--- src/rtl/ctr_pkg.sv ---
// Shared definitions for the CTR-mode scheduler: FSM states, AES key-size codes, defaults.
// Latency: none (declarations only).
// Backpressure: none (declarations only).
package ctr_pkg;

  localparam int DEF_AES_LATENCY = 20;
  localparam int DEF_OUT_DEPTH   = 16;
  localparam int CNT_W           = 16;
  localparam int BLK_W           = 128;

  typedef enum logic [1:0] {
    ST_IDLE  = 2'd0,
    ST_ISSUE = 2'd1,
    ST_DRAIN = 2'd2,
    ST_DONE  = 2'd3
  } state_t;

  typedef enum logic [1:0] {
    AES_KEY_128 = 2'd0,
    AES_KEY_192 = 2'd1,
    AES_KEY_256 = 2'd2
  } aes_key_t;

endpackage

--- src/rtl/ctr_sched_if.sv ---
// Job-control and datapath-steering bundle between the scheduler and its surroundings.
// Latency: none (wiring only).
// Backpressure: output FIFO credits return on out_pop; input availability on in_avail.
interface ctr_sched_if;
  import ctr_pkg::*;

  logic             start;
  logic [CNT_W-1:0] number_blocks;
  logic [BLK_W-1:0] ctr_iv;
  logic             in_avail;
  logic             out_pop;
  logic             in_read_en;
  logic [BLK_W-1:0] aes_in;
  logic             align_read_en;
  logic             out_write_en;
  logic             busy;
  logic             done;
  logic [CNT_W-1:0] blocks_retired;

  // Environment side: launches jobs, reports FIFO status, observes steering strobes.
  modport master (
    output start, number_blocks, ctr_iv, in_avail, out_pop,
    input  in_read_en, aes_in, align_read_en, out_write_en, busy, done, blocks_retired
  );

  // Scheduler side.
  modport slave (
    input  start, number_blocks, ctr_iv, in_avail, out_pop,
    output in_read_en, aes_in, align_read_en, out_write_en, busy, done, blocks_retired
  );

endinterface

--- src/rtl/ctr_delay_line.sv ---
// Valid shift register tracking blocks in flight through the AES core.
// Latency: tap_prev is din delayed DEPTH-1 cycles, tap_last DEPTH cycles (DEPTH >= 2).
// Backpressure: none; the pipe advances every cycle.
module ctr_delay_line #(
  parameter int DEPTH = 20
) (
  input  logic clk,
  input  logic reset_n,
  input  logic din,
  output logic tap_prev,
  output logic tap_last
);

  logic [DEPTH-1:0] pipe;

  // Shift one stage per cycle; reset drops every tracked block.
  always_ff @(posedge clk or negedge reset_n) begin
    if (!reset_n) begin
      pipe <= '0;
    end else begin
      pipe <= {pipe[DEPTH-2:0], din};
    end
  end

  assign tap_prev = pipe[DEPTH-2];
  assign tap_last = pipe[DEPTH-1];

endmodule

--- src/rtl/ctr_sched.sv ---
// CTR-mode job scheduler: issues counter blocks to AES and steers align/output FIFO strobes.
// Latency: aes_in/in_read_en 1 cycle after issue decision; align +AES_LATENCY-1, write +AES_LATENCY.
// Backpressure: issues stall when in_avail is low or no output FIFO credit remains.
module ctr_sched
  import ctr_pkg::*;
#(
  parameter int AES_LATENCY = DEF_AES_LATENCY,
  parameter int OUT_DEPTH   = DEF_OUT_DEPTH
) (
  input logic        clk,
  input logic        reset_n,
  ctr_sched_if.slave bus
);

  localparam int CW = $clog2(OUT_DEPTH + 1);
  localparam logic [CW-1:0] CREDIT_MAX = CW'(OUT_DEPTH);
  localparam logic [CW-1:0] CREDIT_ONE = CW'(1);

  state_t           state;
  logic [CNT_W-1:0] remaining;
  logic [BLK_W-1:0] iv;
  logic [BLK_W-1:0] offset;
  logic [CW-1:0]    credits;
  logic [5:0]       in_flight;
  logic             in_read_en_q;
  logic [BLK_W-1:0] aes_in_q;
  logic             busy_q;
  logic             done_q;
  logic [CNT_W-1:0] retired_q;
  logic             align_q;
  logic             write_q;
  logic             issue;
  logic             pop_ok;

  // A block goes out only with input data present, room downstream, and work left.
  assign issue  = (state == ST_ISSUE) && bus.in_avail && (credits != '0) && (remaining != '0);
  // A credit return beyond the FIFO depth would be bogus, so it is dropped.
  assign pop_ok = bus.out_pop && (credits < CREDIT_MAX);

  // Job FSM with registered strobes, counter block and status outputs.
  always_ff @(posedge clk or negedge reset_n) begin
    if (!reset_n) begin
      state        <= ST_IDLE;
      remaining    <= '0;
      iv           <= '0;
      offset       <= '0;
      in_read_en_q <= 1'b0;
      aes_in_q     <= '0;
      busy_q       <= 1'b0;
      done_q       <= 1'b0;
      retired_q    <= '0;
    end else begin
      in_read_en_q <= issue;
      aes_in_q     <= issue ? (iv + offset) : '0;
      if (write_q) begin
        retired_q <= retired_q + 16'd1;
      end
      case (state)
        ST_IDLE, ST_DONE: begin
          if (bus.start) begin
            remaining <= bus.number_blocks;
            iv        <= bus.ctr_iv;
            offset    <= '0;
            retired_q <= '0;
            if (bus.number_blocks == 16'd0) begin
              state  <= ST_DONE;
              busy_q <= 1'b0;
              done_q <= 1'b1;
            end else begin
              state  <= ST_ISSUE;
              busy_q <= 1'b1;
              done_q <= 1'b0;
            end
          end
        end
        ST_ISSUE: begin
          if (remaining == 16'd0) begin
            state <= ST_DRAIN;
          end else if (issue) begin
            offset    <= offset + 128'd1;
            remaining <= remaining - 16'd1;
          end
        end
        ST_DRAIN: begin
          if (in_flight == 6'd0) begin
            state  <= ST_DONE;
            busy_q <= 1'b0;
            done_q <= 1'b1;
          end
        end
        default: begin
          state <= ST_IDLE;
        end
      endcase
    end
  end

  // Output FIFO credits: persist across jobs; a coincident issue and pop cancel out.
  always_ff @(posedge clk or negedge reset_n) begin
    if (!reset_n) begin
      credits <= CREDIT_MAX;
    end else if (issue && !pop_ok) begin
      credits <= credits - CREDIT_ONE;
    end else if (!issue && pop_ok) begin
      credits <= credits + CREDIT_ONE;
    end
  end

  // Blocks issued but not yet written; DRAIN waits for this to empty.
  always_ff @(posedge clk or negedge reset_n) begin
    if (!reset_n) begin
      in_flight <= '0;
    end else if (issue && !write_q) begin
      in_flight <= in_flight + 6'd1;
    end else if (!issue && write_q) begin
      in_flight <= in_flight - 6'd1;
    end
  end

  ctr_delay_line #(
    .DEPTH(AES_LATENCY)
  ) u_vld_pipe (
    .clk      (clk),
    .reset_n  (reset_n),
    .din      (in_read_en_q),
    .tap_prev (align_q),
    .tap_last (write_q)
  );

  assign bus.in_read_en     = in_read_en_q;
  assign bus.aes_in         = aes_in_q;
  assign bus.align_read_en  = align_q;
  assign bus.out_write_en   = write_q;
  assign bus.busy           = busy_q;
  assign bus.done           = done_q;
  assign bus.blocks_retired = retired_q;

endmodule

--- src/flat_wrapper.sv ---
// flat-port wrapper written by rule: the top's interface ports become plain ports
module ctr_sched_flat import ctr_pkg::*;
#(
  parameter int AES_LATENCY = DEF_AES_LATENCY,
  parameter int OUT_DEPTH   = DEF_OUT_DEPTH
)
  (clk, reset_n, bus_start, bus_number_blocks, bus_ctr_iv, bus_in_avail, bus_out_pop, bus_in_read_en, bus_aes_in, bus_align_read_en, bus_out_write_en, bus_busy, bus_done, bus_blocks_retired);
  ctr_sched_if bus_i ();
  input logic clk;
  input logic reset_n;
  input wire logic [$bits(bus_i.start)-1:0] bus_start;
  input wire logic [$bits(bus_i.number_blocks)-1:0] bus_number_blocks;
  input wire logic [$bits(bus_i.ctr_iv)-1:0] bus_ctr_iv;
  input wire logic [$bits(bus_i.in_avail)-1:0] bus_in_avail;
  input wire logic [$bits(bus_i.out_pop)-1:0] bus_out_pop;
  output wire logic [$bits(bus_i.in_read_en)-1:0] bus_in_read_en;
  output wire logic [$bits(bus_i.aes_in)-1:0] bus_aes_in;
  output wire logic [$bits(bus_i.align_read_en)-1:0] bus_align_read_en;
  output wire logic [$bits(bus_i.out_write_en)-1:0] bus_out_write_en;
  output wire logic [$bits(bus_i.busy)-1:0] bus_busy;
  output wire logic [$bits(bus_i.done)-1:0] bus_done;
  output wire logic [$bits(bus_i.blocks_retired)-1:0] bus_blocks_retired;
  assign bus_i.start = bus_start;
  assign bus_i.number_blocks = bus_number_blocks;
  assign bus_i.ctr_iv = bus_ctr_iv;
  assign bus_i.in_avail = bus_in_avail;
  assign bus_i.out_pop = bus_out_pop;
  assign bus_in_read_en = bus_i.in_read_en;
  assign bus_aes_in = bus_i.aes_in;
  assign bus_align_read_en = bus_i.align_read_en;
  assign bus_out_write_en = bus_i.out_write_en;
  assign bus_busy = bus_i.busy;
  assign bus_done = bus_i.done;
  assign bus_blocks_retired = bus_i.blocks_retired;
  ctr_sched #(.AES_LATENCY(AES_LATENCY), .OUT_DEPTH(OUT_DEPTH)) u_core (.clk(clk), .reset_n(reset_n), .bus(bus_i));
endmodule
--- config.mk ---
export PLATFORM = sky130hd
export DESIGN_NAME = ctr_sched_flat
export DESIGN_NICKNAME = d
export VERILOG_FILES = /design/src/rtl/ctr_pkg.sv /design/src/rtl/ctr_sched_if.sv /design/src/rtl/ctr_delay_line.sv /design/src/rtl/ctr_sched.sv /design/src/flat_wrapper.sv
export SDC_FILE = /design/constraint.sdc
export NUM_CORES = 1
export LEC_CHECK = 0
export BUFFER_PORTS_ARGS = -buffer_cell sky130_fd_sc_hd__buf_2
export CAP_MARGIN = 10
export CELL_PAD_IN_SITES_DETAIL_PLACEMENT = 0
export CELL_PAD_IN_SITES_GLOBAL_PLACEMENT = 2
export CORE_MARGIN = 3
export CORE_UTILIZATION = 36
export CTS_CLUSTER_DIAMETER = 200
export DETAILED_ROUTE_END_ITERATION = 10
export PLACE_DENSITY = 0.86
export SYNTH_ARGS = -nofsm -noshare
export SYNTH_HDL_FRONTEND = slang
export SYNTH_SLANG_ARGS = --single-unit
export TNS_END_PERCENT = 100
--- constraint.sdc ---
create_clock -name clk -period 5.05 [get_ports clk]
set_input_delay 1.01 -clock clk [delete_from_list [all_inputs] [get_ports clk]]
set_output_delay 1.01 -clock clk [all_outputs]
set_load 0.1 [all_outputs]
==> impl_metrics.tcl <==
set metrics [dict create \
    tritoncts.num_buffers 52 \
    routed_wirelength_mm 85.23 \
    buffer_ports.inserted 297 \
    cp_data_arrival_time_ns 4.79 \
    top_level_ports 298 \
    vias_in_the_first_global_route 22940 \
    placementRows 99 \
    hold_slack_ns 0.3441 \
    global_route_wire_length_before_repair_mm 133.3 \
    final_nets 3686 \
    core_region_area_um2 73080 \
    criticalPathCategory "flip-flop to flip-flop" \
    max_ir_drop_vdd_mv 0.3274 \
    layout.filler_cells 7424 \
    start_util 0.3639 \
    crit_path_max_fanout 8 \
    type_of_the_tightest_min_delay_check "flip-flop to flip-flop" \
    worstPathCellList "ha_1 -> nand4_1 -> or2_1 -> or3_1 -> a2111oi_0 -> a211o_1 -> o31a_1 -> o211a_1 -> o2111ai_1 -> a211o_1 -> a21oi_1 -> nor3b_1" \
    timing.critical_path.slowest_stage_cell "a2111oi_0" \
    postSynthRegisterBits 452 \
    route.detailed.wl_per_inst_um 19.39 \
    synth_area_um2 26590 \
    yosys_warning_count 0 \
    synth.lib_cells_used.distinct 76 \
    cts_setup_buffers 0 \
    critPathMostFrequentCell "a211o_1" \
    run_status "completed" \
    cts.path.max_buffers 3 \
    worstPathBufferInverterCount 0 \
    yosysMostFrequentCell "nand2_1" \
    syn_avg_cell_area_um2 8.424 \
    final_min_period_over_clock_period 0.8550 \
    globalRoute.totalOverflow 0 \
    critical_path.endpoint_type "flip-flop" \
    drt_iter0_drc 1435 \
    rsz0062_at_grt "no" \
    cp_num_cells 12 \
    hold_violations 0 \
    seq_area_um2 11310 \
    detail-route-antenna-nets 0 \
    asyncSetResetFlopFracSynth 1.000 \
    cts_sink_cnt 452 \
    clk_pin_slew_ns 0.06 \
    synth_largest_type_area_fraction 0.4244 \
    cts_hold_buffers 0 \
    synth_enable_flop_cells 0 \
    worst_r2r_path_depth 12 \
    synthesis.nets 3450 \
    maxClockFrequency_mhz 231.6 \
    finalSetupTns_ns 0 \
    timing.critical_path.from_type "flip-flop" \
    floorplan.die.width_um 277.8 \
    area_growth_pct 15.96 \
    synth_seq_area_share 0.4254 \
    routed_via_count 23270 \
    grt.met1_usage 0.3007 \
    slew-limit-headroom 0.3328 \
    grt.met3_usage 0.04461 \
    power_leakage_nw 14.88 \
    worst_clock_skew_ns 0.02370 \
    worst_path_dominant_cell_family "compound AO/OA/AOI/OAI gates" \
    floorplan.die_area_um2 77170 \
    vias_per_cell 5.295 \
    clk_latency_ns 0.62 \
    critical_path_required_ns 5.52 \
    grt_usage 0.2178 \
    multiInputGateArea_um2 14430 \
    setup_violations 0 \
    drive_gt1_frac 0.1313 \
    chip_height_um 277.8 \
    post-route-drc-count 0 \
    detail_route.first_pass.iterations 5 \
    worst_pin_slew_ns 0.9984 \
    cts.repair.resized 0 \
    whs_path_depth 0 \
    gp_routability_congestion 0.8937 \
    globalRoute.busiestLayer "met2" \
    tritoncts_clock_tree "done" \
    antenna_found_initial 7 \
    power_w 0.01564 \
    final_max_slew_viol_count 0 \
    synth_ff_type "dfrtp_1" \
    critical_path.max_stage_delay_ns 0.75 \
    htreeDepth 2 \
    cts.root.buffer_cell "clkbuf_16" \
    cellPowerDensity_nw_per_um2 507.3 \
    yosys-top-cells-count "616 x nand2_1, 451 x dfrtp_1, 341 x nor2_1" \
    finalCriticalPeriod_ns 4.318 \
    cell_types_occupying_the_most_area_after_synthesis "dfrtp_1 42%, nand2_1 8.7%, ha_1 6.6%" \
    synth_top_cell_by_area "dfrtp_1" \
    pin_count_of_the_biggest_net_entering_global_routing 101 \
    dpl.hpwl_mm 65.66 \
    synthesis.instances 3157 \
    drv.max_cap_violation_count 0 \
    grt.met2_usage 0.3461 \
]
-- where the power goes --
part	internal, W	total [W]	switching [W]
combinational	0.00170	0.00656	0.00486
sequential	0.00451	0.00514	0.000630
clock	0.00231	0.00395	0.00163
-- registers in the layout, summed over array words and instances (netlist names) --
signal and flops:
u_core.u_vld_pipe.pipe 20, u_core.bus.busy 1, u_core.offset 128, u_core.bus.aes_in 128, u_core.iv 128, u_core.bus.done 1
u_core.remaining 16, u_core.credits 5, u_core.bus.in_read_en 1, u_core.state 2, u_core.bus.blocks_retired 16, u_core.in_flight 6
-- worst paths after layout --
kind                                                      from                                  end  slack, ns
setup / recovery                 u_core.offset[30]$_DFFE_PN0P_     u_core.bus.aes_in[126]$_DFF_PN0_       0.73
hold / removal             u_core.u_vld_pipe.pipe[1]$_DFF_PN0_  u_core.u_vld_pipe.pipe[2]$_DFF_PN0_       0.34
setup reg to reg                 u_core.offset[30]$_DFFE_PN0P_     u_core.bus.aes_in[126]$_DFF_PN0_       0.73
hold reg to reg            u_core.u_vld_pipe.pipe[1]$_DFF_PN0_  u_core.u_vld_pipe.pipe[2]$_DFF_PN0_       0.34
max in group asynchronous                              reset_n            u_core.iv[34]$_DFFE_PN0P_       3.51
min in group asynchronous                              reset_n      u_core.bus.aes_in[78]$_DFF_PN0_       0.47
-- area by class of cell --
| class | count | area share |
|---|---|---|
| multi-input combinational | 2475 | 0.4680 |
| clock inverter | 30 | 0.01185 |
| clock buffer | 65 | 0.04605 |
| inverter | 88 | 0.01071 |
| timing repair buffer | 324 | 0.05753 |
| antenna | 2 | 0.0001623 |
| tap | 959 | 0.03891 |
| sequential | 452 | 0.3668 |
-- per-stage QoR --
stage / utilization / area (um2) / cells / setup slack (ns)
finish: 0.4220 / 30840 / 4395 / 0.7323
global route: 0.4219 / 30830 / 4393 / 0.6016
CTS: 0.4219 / 30830 / 4393 / 0.8493
detailed placement: 0.3975 / 29050 / 4298 / 0.8279
global placement: 0.3975 / 29050 / 4298 / 0.9413
floorplan: - / 26590 / 3157 / 1.425
-- metal layers --
metal | vias up | wire, um
li1 | 11400 | -
met1 | 11210 | 39780
met2 | 519 | 38080
met3 | 132 | 4864
met4 | 8 | 2448
met5 | - | 58
-- layout by cell type, fill, tap and decap left out, drive strengths merged, types with 13 or more instances in the layout --
| master | instances |
|---|---|
| and3 | 43 |
| and2 | 15 |
| nand2 | 616 |
| a21o | 74 |
| nor2 | 344 |
| nor4 | 20 |
| nand2b | 20 |
| a21oi | 275 |
| dfrtp | 451 |
| xnor2 | 105 |
| a31oi | 18 |
| or3 | 55 |
| o21bai | 50 |
| nor3 | 64 |
| nand4 | 94 |
| nand3 | 71 |
| inv | 89 |
| clkinv | 19 |
| buf | 324 |
| xor2 | 115 |
| clkbuf | 65 |
| o21ai | 167 |
| ha | 141 |
| o21a | 25 |
| o31ai | 13 |
-- cells by family after synthesis --
kind of cell,after synthesis,synth area share
AO/OA/AOI/OAI,704,0.1618
flip-flops,452,0.4254
AND/OR/NAND/NOR,1400,0.2360
adder cells (fa/ha/maj),144,0.06860
multiplexers,7,0.002682
XOR/XNOR,220,0.07246
buffers and inverters,230,0.03308
Note: power is estimated with default switching activity, not from simulation.
